## config.mk

```make
export PLATFORM = sky130hd
export DESIGN_NAME = serial_subtractor
export DESIGN_NICKNAME = d
export VERILOG_FILES = /design/src/rtl/serial_subtractor.sv
export SDC_FILE = /design/constraint.sdc
export NUM_CORES = 1
export LEC_CHECK = 0
export ABC_AREA = 1
export CORE_UTILIZATION = 40
export CTS_CLUSTER_SIZE = 24
export DETAILED_ROUTE_END_ITERATION = 8
export GPL_TIMING_DRIVEN = 0
export SLEW_MARGIN = 40
export SYNTH_ARGS = -nofsm -noshare
export SYNTH_HDL_FRONTEND = slang
export SYNTH_SLANG_ARGS = --single-unit
```

## constraint.sdc

```tcl
create_clock -name clk -period 1.9 [get_ports clk]
set_input_delay 0.475 -clock clk [delete_from_list [all_inputs] [get_ports clk]]
set_output_delay 0.475 -clock clk [all_outputs]
set_load 0.01 [all_outputs]
```

## src/rtl/serial_subtractor.sv

```systemverilog
// Bit-serial LSB-first subtractor: diff = a - b (mod 2^WIDTH) with final borrow.
// The per-bit full subtractor is built structurally from nand_gate/not_gate cells.
// The sequencing FSM and shift registers are behavioural.

// Two-input NAND cell.
module nand_gate (
  input  logic a,
  input  logic b,
  output logic y
);
  assign y = ~(a & b);
endmodule

// Inverter cell.
module not_gate (
  input  logic a,
  output logic y
);
  assign y = ~a;
endmodule

// Full subtractor: d = ai ^ bi ^ bin, bout = (~ai & bi) | (~(ai ^ bi) & bin).
module serial_subtractor_cell (
  input  logic ai,
  input  logic bi,
  input  logic bin,
  output logic d,
  output logic bout
);
  logic n1, n2, n3, t;
  logic m1, m2, m3;
  logic nai, nt, p, q;

  // t = ai ^ bi
  nand_gate u_n1 (.a(ai), .b(bi), .y(n1));
  nand_gate u_n2 (.a(ai), .b(n1), .y(n2));
  nand_gate u_n3 (.a(bi), .b(n1), .y(n3));
  nand_gate u_t  (.a(n2), .b(n3), .y(t));

  // d = t ^ bin
  nand_gate u_m1 (.a(t),   .b(bin), .y(m1));
  nand_gate u_m2 (.a(t),   .b(m1),  .y(m2));
  nand_gate u_m3 (.a(bin), .b(m1),  .y(m3));
  nand_gate u_d  (.a(m2),  .b(m3),  .y(d));

  // bout = nand(nand(~ai, bi), nand(~t, bin))
  not_gate  u_nai (.a(ai), .y(nai));
  not_gate  u_nt  (.a(t),  .y(nt));
  nand_gate u_p   (.a(nai), .b(bi),  .y(p));
  nand_gate u_q   (.a(nt),  .b(bin), .y(q));
  nand_gate u_bo  (.a(p),   .b(q),   .y(bout));
endmodule

module serial_subtractor #(
  parameter int unsigned WIDTH = 8
) (
  input  logic             clk,
  input  logic             rst,
  input  logic             start,
  input  logic [WIDTH-1:0] a,
  input  logic [WIDTH-1:0] b,
  output logic             busy,
  output logic             done,
  output logic [WIDTH-1:0] diff,
  output logic             borrow_out
);

  localparam int unsigned CntW = $clog2(WIDTH);
  localparam logic [CntW-1:0] CntLast = CntW'(WIDTH - 1);

  typedef enum logic [1:0] {StIdle, StRun, StDone} state_e;

  state_e           state_q, state_d;
  // sa doubles as the result shift register: each consumed minuend bit frees the MSB slot
  // that receives the new difference bit, so after WIDTH shifts sa holds the result.
  logic [WIDTH-1:0] sa_q;
  logic [WIDTH-1:0] sb_q;
  logic             br_q;
  logic [CntW-1:0]  cnt_q;
  logic             d_bit;
  logic             br_nxt;

  serial_subtractor_cell u_cell (
    .ai  (sa_q[0]),
    .bi  (sb_q[0]),
    .bin (br_q),
    .d   (d_bit),
    .bout(br_nxt)
  );

  // Next-state logic: IDLE -> RUN on start, RUN -> DONE on last bit, DONE -> IDLE always.
  always_comb begin
    state_d = state_q;
    unique case (state_q)
      StIdle:  if (start) state_d = StRun;
      StRun:   if (cnt_q == CntLast) state_d = StDone;
      StDone:  state_d = StIdle;
      default: state_d = StIdle;
    endcase
  end

  // Status outputs decoded from state; mutually exclusive by construction.
  always_comb begin
    busy = (state_q == StRun);
    done = (state_q == StDone);
  end

  // State register.
  always_ff @(posedge clk or posedge rst) begin
    if (rst) begin
      state_q <= StIdle;
    end else begin
      state_q <= state_d;
    end
  end

  // Datapath: operand capture, bit-serial shifting, and result publish on the final bit.
  always_ff @(posedge clk or posedge rst) begin
    if (rst) begin
      sa_q       <= '0;
      sb_q       <= '0;
      br_q       <= 1'b0;
      cnt_q      <= '0;
      diff       <= '0;
      borrow_out <= 1'b0;
    end else begin
      unique case (state_q)
        StIdle: begin
          if (start) begin
            sa_q  <= a;
            sb_q  <= b;
            br_q  <= 1'b0;
            cnt_q <= '0;
          end
        end
        StRun: begin
          sa_q <= {d_bit, sa_q[WIDTH-1:1]};
          sb_q <= sb_q >> 1;
          br_q <= br_nxt;
          if (cnt_q == CntLast) begin
            diff       <= {d_bit, sa_q[WIDTH-1:1]};
            borrow_out <= br_nxt;
          end else begin
            cnt_q <= cnt_q + CntW'(1);
          end
        end
        default: ;
      endcase
    end
  end

endmodule

```

==> results of run 1 <==
[power by group through the flow]
stage	clock network, mW	logic (mW)	registers, mW
2_1_floorplan	0	0.907	1.15
3_3_place_gp	0	1.35	1.13
3_5_place_dp	0	1.40	1.14
4_1_cts	0.528	1.39	1.13
5_1_grt	0.563	1.59	1.17
6_report	0.513	1.37	1.13
[per-layer routing]
layer  GRT usage (%)  vias to the layer above
li1                -                      653
met3           3.832                        5
met5               0                        -
met4           7.849                        0
met1           22.99                      565
met2           29.70                       34
[area by class of cell]
cell class	count	area, um^2
Fill cell	337	1535
Sequential cell	31	775.7
Multi-Input combinational cell	141	613.1
Timing Repair Buffer	29	284.0
Clock buffer	6	82.58
Tap cell	46	57.56
Buffer	6	51.30
Inverter	10	37.54
Clock inverter	1	5.005
[cell families after synthesis]
| kind of cell | count (synthesis) | synth area share, % |
|---|---|---|
| fa+ha+maj | 3 | 3.038 |
| simple gates | 134 | 36.20 |
| compound gates | 4 | 2.110 |
| buf+inv | 17 | 6.328 |
| flops | 31 | 52.32 |
[layout by cell type (no fill, tap or decap), drive strengths merged]
cell and instances:
nand2 112, dfrtp 31, clkdlybuf4s50 27, nand3 19, inv 10, clkbuf 7
buf 6, o21ai 4, nor2 3, ha 2, fa 1, clkinv 1
dlygate4sd2 1
[sequential cells by signal, indices dropped and copies added (netlist names)]
| name | count |
|---|---|
| borrow_out | 1 |
| br_q | 1 |
| cnt_q | 3 |
| diff | 8 |
| sa_q | 8 |
| sb_q | 8 |
| state_q | 2 |
[final timing paths]
kind,depth (start not counted),end,slack (ns),startpoint
max reg2reg,7,sa_q[5]$_DFFE_PP0P_,0.45,state_q[1]$_DFFE_PP0P_
min,2,diff[4]$_DFFE_PP0P_,0.48,diff[4]$_DFFE_PP0P_
min reg2reg,2,diff[4]$_DFFE_PP0P_,0.48,diff[4]$_DFFE_PP0P_
min in group asynchronous,2,cnt_q[0]$_DFFE_PP0P_,0.61,rst
max,4,done,0.17,state_q[0]$_DFFE_PP0P_
max in group asynchronous,2,diff[3]$_DFFE_PP0P_,0.88,rst
[repair_timing]
item                       CTS  global route
hold endpoints to repair     0             0
resized for setup            2             2
pin swaps                    0             0
setup endpoints to repair    2             1
setup buffers                0             0
[worst max-delay path, delay by kind of cell, from the launching register on]
family        cells  cell delay [ns]
simple gates      1             0.12
buf+inv           3             0.48
flops             1             0.37
==> reports/qor.yml, run 1 <==
pwr:
  combPwrFrac_pct: 45.4
  power.internal_mw: 1.841
  p_per_area_nw_per_um2: 1579
  power_mw: 3.011
  switchingPower_mw: 1.170
  swShare_pct: 38.86
  leakagePower_nw: 1.022
  p_clk_share_pct: 17.1
  seqPwrFrac_pct: 37.6
  ir_drop_uv: 603.7
floorplanning:
  core-area_um2: 3442
  start_util_pct: 43.08
  pin_count: 30
  die_x_um: 62.88
  rows: 21
  die_h_um: 62.88
  die_area_um2: 3954
place:
  dp_hpwl_mm: 2.182
  place_ws_ns: 0.03713
  io_buffers: 29
  place_inst: 264
  place.gp.congestion: 0.7616
  place_area_um2: 1831
synth:
  yosysTopAreaCell: "dfrtp_1"
  ys_seq_area_share_pct: 52.32
  syn-instance-count: 189
  syn_area_um2: 1483
  synth_nets: 211
  post-synth-top-count-cell: "nand2_1"
  yosys-top-cells-count: "nand2_1, dfrtp_1, nand3_1"
  ys_warn_count: 0
  synth_edf_count: 0
  ys_async_sr_fraction_pct: 100.0
  synth-main-ff-cell: "dfrtp_1"
  yosysUniqueCellTypes: 16
  yosysTopAreaCellShare_pct: 52.32
  synth_area_per_cell_um2: 7.845
  ys_ff_latch: 31
  ys_top_cells_by_area: "dfrtp_1, nand2_1, nand3_1"
clock_network:
  cts_hold_buffers: 0
  clock-sinks: 31
  clockBufferDepth: 2
  h-tree-depth: 2
  clockRootBuffer: "clkbuf_8"
  clock_latency_ns: 0.28
  cts_buffers: 5
  cts_tree: "yes"
  clkTransAtPathRegs_ns: 0.06
sta:
  worst_pin_slew_ns: 0.6353
  min_period_over_period_pct: 91.10
  max_freq_mhz: 577.7
  final_hold_viol_count: 0
  drv_slew: 0
  fin_skew_ns: 0.004789
  timing.hold.ws_ns: 0.4756
  fin_ws_ns: 0.1690
  setup_tns_ns: 0
  fin_crit_ns: 1.731
  rsz0062_at_grt: "no"
  slew_headroom_pct: 57.59
  setup-violations-final: 0
worst_setup_path:
  cp_slowest_stage_delay_ns: 0.37
  arrival_ns: 1.26
  path_cells: "buf_6, buf_2, nor2_1, clkbuf_2"
  critPathSlowestCell: "dfrtp_1"
  start_kind: "flip-flop"
  cp-end-kind: "output port"
  crit_fanout: 10
  criticalPathCategory: "flip-flop to output port"
  required_ns: 1.42
detailed_routing:
  routed_wl_mm: 3.048
  dr.max_layer_used: "met4"
  dr_wl_met2_mm: 1.431
  drt_iter0_markers: 44
  met1_length_mm: 1.441
  met3WireLength_um: 126
  vias: 1257
  route.detailed.drc: 0
  wire_per_inst_um: 11.29
  drtPass1Iterations: 4
  drtAntennaViolNets: 0
  via_per_inst: 4.656
flow_run:
  maxCapViolCount: 0
global_routing:
  overflow: 0
  grt_pass1_vias: 1238
  grt_max_degree: 32
  grt_pass1_wl_mm: 5.526
  grt_usage_pct: 18.17
  antenna_found_initial: 0
final_layout:
  antennaDiodeCount: 0
  drive_gt1_share_pct: 9.821
  fin_util_pct: 55.40
  finalInstanceArea_um2: 1907
  nNetsFinal: 246
  area_delta_synth_final_pct: 28.61
  stdcell_count: 270
status:
  outcome: "finished clean"
hold_path:
  hold_class: "flip-flop to flip-flop"
(Power assumes the default switching activity.)
==> inputs of run 2 (changes only) <==
--- a/config.mk
+++ b/config.mk
@@ -6,6 +6,7 @@
 export NUM_CORES = 1
 export LEC_CHECK = 0
 export ABC_AREA = 1
+export CORE_MARGIN = 2
 export CORE_UTILIZATION = 40
 export CTS_CLUSTER_SIZE = 24
 export DETAILED_ROUTE_END_ITERATION = 8
==> run 2 against run 1 <==
Register-to-register slack better by 0.02 ns. Combinational power hardly changed. Core utilization is 2.6 points lower. Sequential share of layout area hardly changed. Final cell count is 1.1% higher. Via count is 0.56% higher. Maximum frequency hardly changed. Count of clock-buffer cells in the layout is 1 lower. Routed wire length is 2.1% higher. Hold slack better by 0.0067 ns. First-iteration DRC count is 77% higher. Clock power is 4% lower. Critical endpoint unchanged. Largest power group unchanged. Highest routed layer unchanged.
==> reports/qor.yml, run 2 (synthesis results as in run 1) <==
place:
  place.gp.congestion: 0.7523  # -1.2%
  place_area_um2: 1833  # +0.14%
  dp_hpwl_mm: 2.176  # -0.29%
  io_buffers: 29  # unchanged
  place_ws_ns: 0.05455  # +0.01742 ns
clock_network:
  post-cts-setup-buffer-count: 0  # unchanged
  h-tree-depth: 2  # unchanged
  clkTransAtPathRegs_ns: 0.07  # about the same
  clock_latency_ns: 0.28  # about the same
  cts_buffers: 5  # unchanged
  cts_tree: "yes"
  clockBufferDepth: 2  # unchanged
  clockRootBuffer: "clkbuf_8"
  clock-sinks: 31  # unchanged
detailed_routing:
  wire_per_inst_um: 11.40  # +0.98%
  vias: 1264  # +0.56%
  drtAntennaViolNets: 0  # unchanged
  drtPass1Iterations: 4  # unchanged
  route.detailed.drc: 0  # unchanged
  drt_iter0_markers: 78  # +77%
  via_per_inst: 4.630  # -0.55%
  routed_wl_mm: 3.112  # +2.1%
worst_setup_path:
  critPathSlowestCell: "dfrtp_1"
  cp.depth: 4  # unchanged
  start_kind: "flip-flop"
  criticalPathCategory: "flip-flop to output port"
  crit_fanout: 10  # unchanged
  path_cells: "buf_6, buf_2, nor2_1, clkbuf_2"
  cp_slowest_stage_delay_ns: 0.37  # about the same
  r2r_cells: 7  # unchanged
  worst-path-buf-inv: 3  # unchanged
  arrival_ns: 1.26  # about the same
  required_ns: 1.42  # about the same
  cp_top_family: "buffers and inverters"
  cp-end-kind: "output port"
final_layout:
  area_delta_synth_final_pct: 28.52  # about the same
  reg.largest.list: "diff x8, sa_q x8, sb_q x8"
  nFillCells: 368  # +9.2%
  antennaDiodeCount: 0  # unchanged
  drive_gt1_share_pct: 10.22  # +0.40 points
  final_cell_mix: "nand2_1, dfrtp_1, clkdlybuf4s50_1, nand3_1"
  final_common_cell: "nand2_1"
  nNetsFinal: 246  # unchanged
  finalInstanceArea_um2: 1906  # about the same
floorplanning:
  pin_count: 30  # unchanged
  core-area_um2: 3606  # +4.8%
  start_util_pct: 41.12  # -2.0 points
  die_area_um2: 4209  # +6.5%
  rows: 22  # +4.8%
  die_h_um: 64.88  # +3.2%
  die_x_um: 64.88  # +3.2%
status:
  outcome: "finished clean"
sta:
  rsz0062_at_grt: "no"
  setup_tns_ns: 0  # unchanged
  slew_headroom_pct: 56.34  # -1.2 points
  timing.hold.ws_ns: 0.4823  # +0.006704 ns
  setup-violations-final: 0  # unchanged
  fin_ws_ns: 0.1675  # -0.001521 ns
  worst_pin_slew_ns: 0.6540  # +0.01867 ns
  drv_slew: 0  # unchanged
  fin_crit_ns: 1.732  # +0.001521 ns
  final_hold_viol_count: 0  # unchanged
  fin_skew_ns: 0.002605  # -0.002184 ns
  min_period_over_period_pct: 91.18  # about the same
  max_freq_mhz: 577.2  # about the same
hold_path:
  hold_class: "flip-flop to flip-flop"
  holdPathStages: 2  # unchanged
pwr:
  p_per_area_nw_per_um2: 1566  # -0.80%
  power_mw: 2.985  # -0.86%
  ir_drop_uv: 505.3  # -16%
  leakagePower_nw: 1.023  # about the same
global_routing:
  overflow: 0  # unchanged
  antenna_found_initial: 0  # unchanged
  grt_pass1_vias: 1266  # +2.3%
  grt_max_degree: 32  # unchanged
  grt_pass1_wl_mm: 5.754  # +4.1%
  grt_usage_pct: 17.72  # -0.45 points
flow_run:
  maxCapViolCount: 0  # unchanged
## run 2: final timing paths
path / endpoint / startpoint / slack (ns)
worst min register to register: diff[2]$_DFFE_PP0P_ / diff[2]$_DFFE_PP0P_ / 0.48
max in group asynchronous: sa_q[5]$_DFFE_PP0P_ / rst / 0.86
min in group asynchronous: cnt_q[0]$_DFFE_PP0P_ / rst / 0.61
worst max register to register: sa_q[2]$_DFFE_PP0P_ / state_q[1]$_DFFE_PP0P_ / 0.47
worst min-delay path: diff[2]$_DFFE_PP0P_ / diff[2]$_DFFE_PP0P_ / 0.48
worst max-delay path: done / state_q[0]$_DFFE_PP0P_ / 0.17
## run 2: what timing repair did
item | in CTS | in global routing
hold buffers | 0 | 0
endpoints found under the hold margin | 0 | 0
resized for setup | 2 | 2
cloned | 0 | 0
endpoints found under the setup margin | 2 | 1
## run 2: where the power goes
| group | internal, mW | switching, mW | total [mW] |
|---|---|---|---|
| registers | 0.957 | 0.185 | 1.14 |
| clock network | 0.250 | 0.245 | 0.495 |
| logic | 0.596 | 0.752 | 1.35 |
| total | 1.80 | 1.18 | 2.98 |
## run 2: worst reg2reg max path, delay by kind of cell (launching register included)
kind	cells	cell delay, ns
buffers and inverters	2	0.49
DFF	1	0.42
and+or+nand+nor	5	0.41
## run 2: final cells by class
cell class                      instances  area [um^2]  area share [%]
Multi-Input combinational cell        141        613.1           32.17
Inverter                               10        37.54           1.970
Sequential cell                        31        775.7           40.71
Clock buffer                            5        68.82           3.611
Timing Repair Buffer                   29        284.0           14.90
Tap cell                               48        60.06           3.152
Buffer                                  6        51.30           2.692
Clock inverter                          3        15.01          0.7879
## run 2: metrics by stage
step / std cells / utilization, %
after floorplan: 189 / -
after global placement: 266 / 50.83
after detailed placement: 266 / 50.83
after CTS: 273 / 52.95
after global routing: 273 / 52.85
final: 273 / 52.85
## run 2: per-layer routing
metal	track usage (%)	part of all wire [%]	up-vias
met3	5.903	6.7	7
met5	0	0	-
met2	27.32	45	35
met1	23.27	47	572
met4	6.117	1.3	0
li1	-	-	650
==> inputs of run 3 (changes only) <==
--- a/config.mk
+++ b/config.mk
@@ -14,4 +14,5 @@
 export SLEW_MARGIN = 40
 export SYNTH_ARGS = -nofsm -noshare
 export SYNTH_HDL_FRONTEND = slang
+export SYNTH_HIERARCHICAL = 1
 export SYNTH_SLANG_ARGS = --single-unit
==> constraint.sdc (replaced) <==
create_clock -name clk -period 1.9 [get_ports clk]
set_input_delay 0.475 -clock clk [delete_from_list [all_inputs] [get_ports clk]]
set_output_delay 0.475 -clock clk [all_outputs]
set_load 0.02 [all_outputs]
==> run 3 against run 2 <==
Clock skew increased by 0.0030 ns. Final area increased by 1.7%. Register-to-register slack improved by 0.05 ns. Core utilization increased by 0.50 points. Global-route usage increased by 0.42 points. Routed wire length increased by 6.5%. Sequential power about the same. Combinational power increased by 9%. Die area increased by 1.6%. Largest power group unchanged.
==> reports/qor.yml, run 3 <==
sta:
  worst_pin_slew_ns: 0.6514  # -0.002569 ns
  min_period_over_period_pct: 91.84  # +0.66 points
  rsz0062_at_grt: "no"
  setup-violations-final: 0  # unchanged
  drv_slew: 0  # unchanged
  slew_headroom_pct: 56.51  # +0.17 points
  setup_tns_ns: 0  # unchanged
  fin_crit_ns: 1.745  # +0.01248 ns
  max_freq_mhz: 573.1  # -0.72%
  fin_ws_ns: 0.1550  # -0.01248 ns
  final_hold_viol_count: 0  # unchanged
  fin_skew_ns: 0.005615  # +0.003010 ns
worst_setup_path:
  ff2ff_setup_slack_ns: 0.52  # +0.05 ns
  r2r_cells: 6  # -1
  arrival_ns: 1.27  # about the same
  rr_startpoint: "cnt_q[0]$_DFFE_PP0P_"
  crit_fanout: 10  # unchanged
  r2r-end: "diff[3]$_DFFE_PP0P_"
  criticalPathCategory: "flip-flop to output port"
  required_ns: 1.42  # about the same
  cp-end-kind: "output port"
  start_kind: "flip-flop"
flow_run:
  maxCapViolCount: 0  # unchanged
hold_path:
  whs_endpoint: "diff[7]$_DFFE_PP0P_"
  hp-start: "diff[7]$_DFFE_PP0P_"
  holdPathStages: 2  # unchanged
  hold_class: "flip-flop to flip-flop"
synth:
  yosysTopAreaCellShare_pct: 51.45  # -0.87 points
  synth_compound_area_share_pct: 2.075  # -0.035 points
  yosysUniqueCellTypes: 15  # -1
  synth_top_family_by_area: "simple AND/OR/NAND/NOR gates"
  synthAdderAreaFrac_pct: 1.660  # -1.4 points
  ys_async_sr_fraction_pct: 100.0  # unchanged
  synthSimpleGateAreaFrac_pct: 38.34  # +2.1 points
  syn-instance-count: 200  # +5.8%
  post-synth-top-count-cell: "nand2_1"
  ys_ff_latch: 31  # unchanged
  synth_edf_count: 0  # unchanged
  synth_area_per_cell_um2: 7.538  # -3.9%
  synth_xor_area_share_pct: 0  # unchanged
  muxShareOfSynthArea_pct: 0  # unchanged
  synth-main-ff-cell: "dfrtp_1"
  ys_top_cells_by_area: "dfrtp_1, nand2_1, nand3_1"
  synth_nets: 221  # +4.7%
  ys_seq_area_share_pct: 51.45  # -0.87 points
  syn_area_um2: 1508  # +1.7%
  yosysTopAreaCell: "dfrtp_1"
  yosys-top-cells-count: "nand2_1, dfrtp_1, nand3_1"
  ys_warn_count: 6  # +6
final_layout:
  final_cell_mix: "nand2_1, dfrtp_1, clkdlybuf4s50_1, nand3_1, inv_1"
  drive_gt1_share_pct: 9.283  # -0.94 points
  final_common_cell: "nand2_1"
  multiInputGateArea_um2: 634.4  # +3.5%
  finalInstanceArea_um2: 1938  # +1.7%
  register_area_um2: 775.7  # unchanged
  reg.largest.list: "diff x8, sa_q x8, sb_q x8"
  antennaDiodeCount: 0  # unchanged
  nNetsFinal: 257  # +4.5%
  stdcell_count: 285  # +4.4%
  nFillCells: 379  # +3.0%
  area_delta_synth_final_pct: 28.55  # about the same
global_routing:
  grt_pass1_vias: 1314  # +3.8%
  use_met3_pct: 3.596  # -2.3 points
  grt_max_degree: 32  # unchanged
  busiest_layer: "met2"
  use_met2_pct: 29.46  # +2.1 points
  grt_usage_pct: 18.14  # +0.42 points
  met1_usage_pct: 23.22  # -0.052 points
  overflow: 0  # unchanged
  grt_pass1_wl_mm: 5.858  # +1.8%
  antenna_found_initial: 0  # unchanged
clock_network:
  clkTransAtPathRegs_ns: 0.06  # about the same
  clockBufferDepth: 2  # unchanged
  clock-sinks: 31  # unchanged
  clock_latency_ns: 0.28  # about the same
  clockRootBuffer: "clkbuf_8"
  cts_resized: 6  # +4
  cts_buffers: 5  # unchanged
  h-tree-depth: 2  # unchanged
  post-cts-setup-buffer-count: 0  # unchanged
  cts_tree: "yes"
  cts_hold_buffers: 0  # unchanged
detailed_routing:
  wire_per_inst_um: 11.62  # +2.0%
  routed_wl_mm: 3.313  # +6.5%
  vias: 1350  # +6.8%
  via_per_inst: 4.737  # +2.3%
  drtPass1Iterations: 4  # unchanged
  drt_iter0_markers: 68  # -13%
  drtAntennaViolNets: 0  # unchanged
  route.detailed.drc: 0  # unchanged
place:
  place.gp.congestion: 0.7742  # +2.9%
  dp_hpwl_mm: 2.284  # +5.0%
  place_ws_ns: -0.008310  # -0.06286 ns
  io_buffers: 29  # unchanged
  place_area_um2: 1858  # +1.4%
  place_inst: 277  # +4.1%
pwr:
  p_per_area_nw_per_um2: 1602  # +2.3%
  ir_drop_uv: 740.3  # +46%
  power_mw: 3.105  # +4.0%
  leakagePower_nw: 1.051  # +2.7%
floorplanning:
  core-area_um2: 3633  # +0.76%
  rows: 22  # unchanged
  pin_count: 30  # unchanged
  die_area_um2: 4277  # +1.6%
  die_x_um: 65.40  # +0.79%
  start_util_pct: 41.49  # +0.38 points
  die_h_um: 65.40  # +0.79%
status:
  outcome: "finished clean"
==> run 3: cell types whose count changed after synthesis <==
cell     change
nand2_1     +11
fa_1         -1
inv_1        +1
==> run 3: final cells by class <==
class                      count  share of cell area (%)
buffer                         7                   3.034
clock buffer                   7                   3.938
clock inverter                 1                  0.2582
inverter                      11                   2.260
multi-input combinational    151                   32.73
sequential                    31                   40.03
tap                           48                   3.099
timing repair buffer          29                   14.65
==> run 3: worst max path at each step <==
| stage | cells after the start | to | from | slack, ns |
|---|---|---|---|---|
| after detailed placement | 4 | done | state_q[1]$_DFFE_PP0P_ | -0.008 |
| after global placement | 2 | cnt_q[1]$_DFFE_PP0P_ | rst | -0.03 |
| after CTS | 4 | done | state_q[0]$_DFFE_PP0P_ | 0.04 |
| after floorplan | 3 | done | state_q[0]$_DFFE_PP0P_ | 0.47 |
| after global routing | 4 | done | state_q[0]$_DFFE_PP0P_ | 0.09 |
| final | 4 | done | state_q[0]$_DFFE_PP0P_ | 0.16 |
==> run 3: logic make-up (layout without fill, tap and decap cells) <==
group / Yosys count / in the layout
DFF: 31 / 31
AOI/OAI and AO/OA: 4 / 4
adders and majority gates: 2 / 2
buffers and inverters: 18 / 55
and+or+nand+nor: 145 / 145
==> run 3: where the power goes <==
part | internal [mW] | switching [mW] | leakage, nW
logic | 0.606 | 0.861 | 0.618
registers | 0.959 | 0.193 | 0.390
clock network | 0.256 | 0.230 | 0.0422
total | 1.82 | 1.28 | 1.05
==> run 3: critical path, cell delays in order, from the launching register on <==
cell and delay (ns):
dfrtp_1 0.37, buf_6 0.14, buf_2 0.19, nor2_1 0.12, buf_2 0.17
==> run 3: stage by stage <==
stage	hold slack (ns)	utilization, %
floorplan	0.4496	-
global placement	0.4614	51.14
detailed placement	0.4659	51.14
CTS	0.4831	53.51
global route	0.5160	53.34
finish	0.4771	53.34
==> run 3: per-layer routing <==
layer	vias to the layer above	part of all wire [%]
met5	-	0
met2	35	48
li1	683	-
met4	0	2.1
met1	625	45
met3	7	4.7
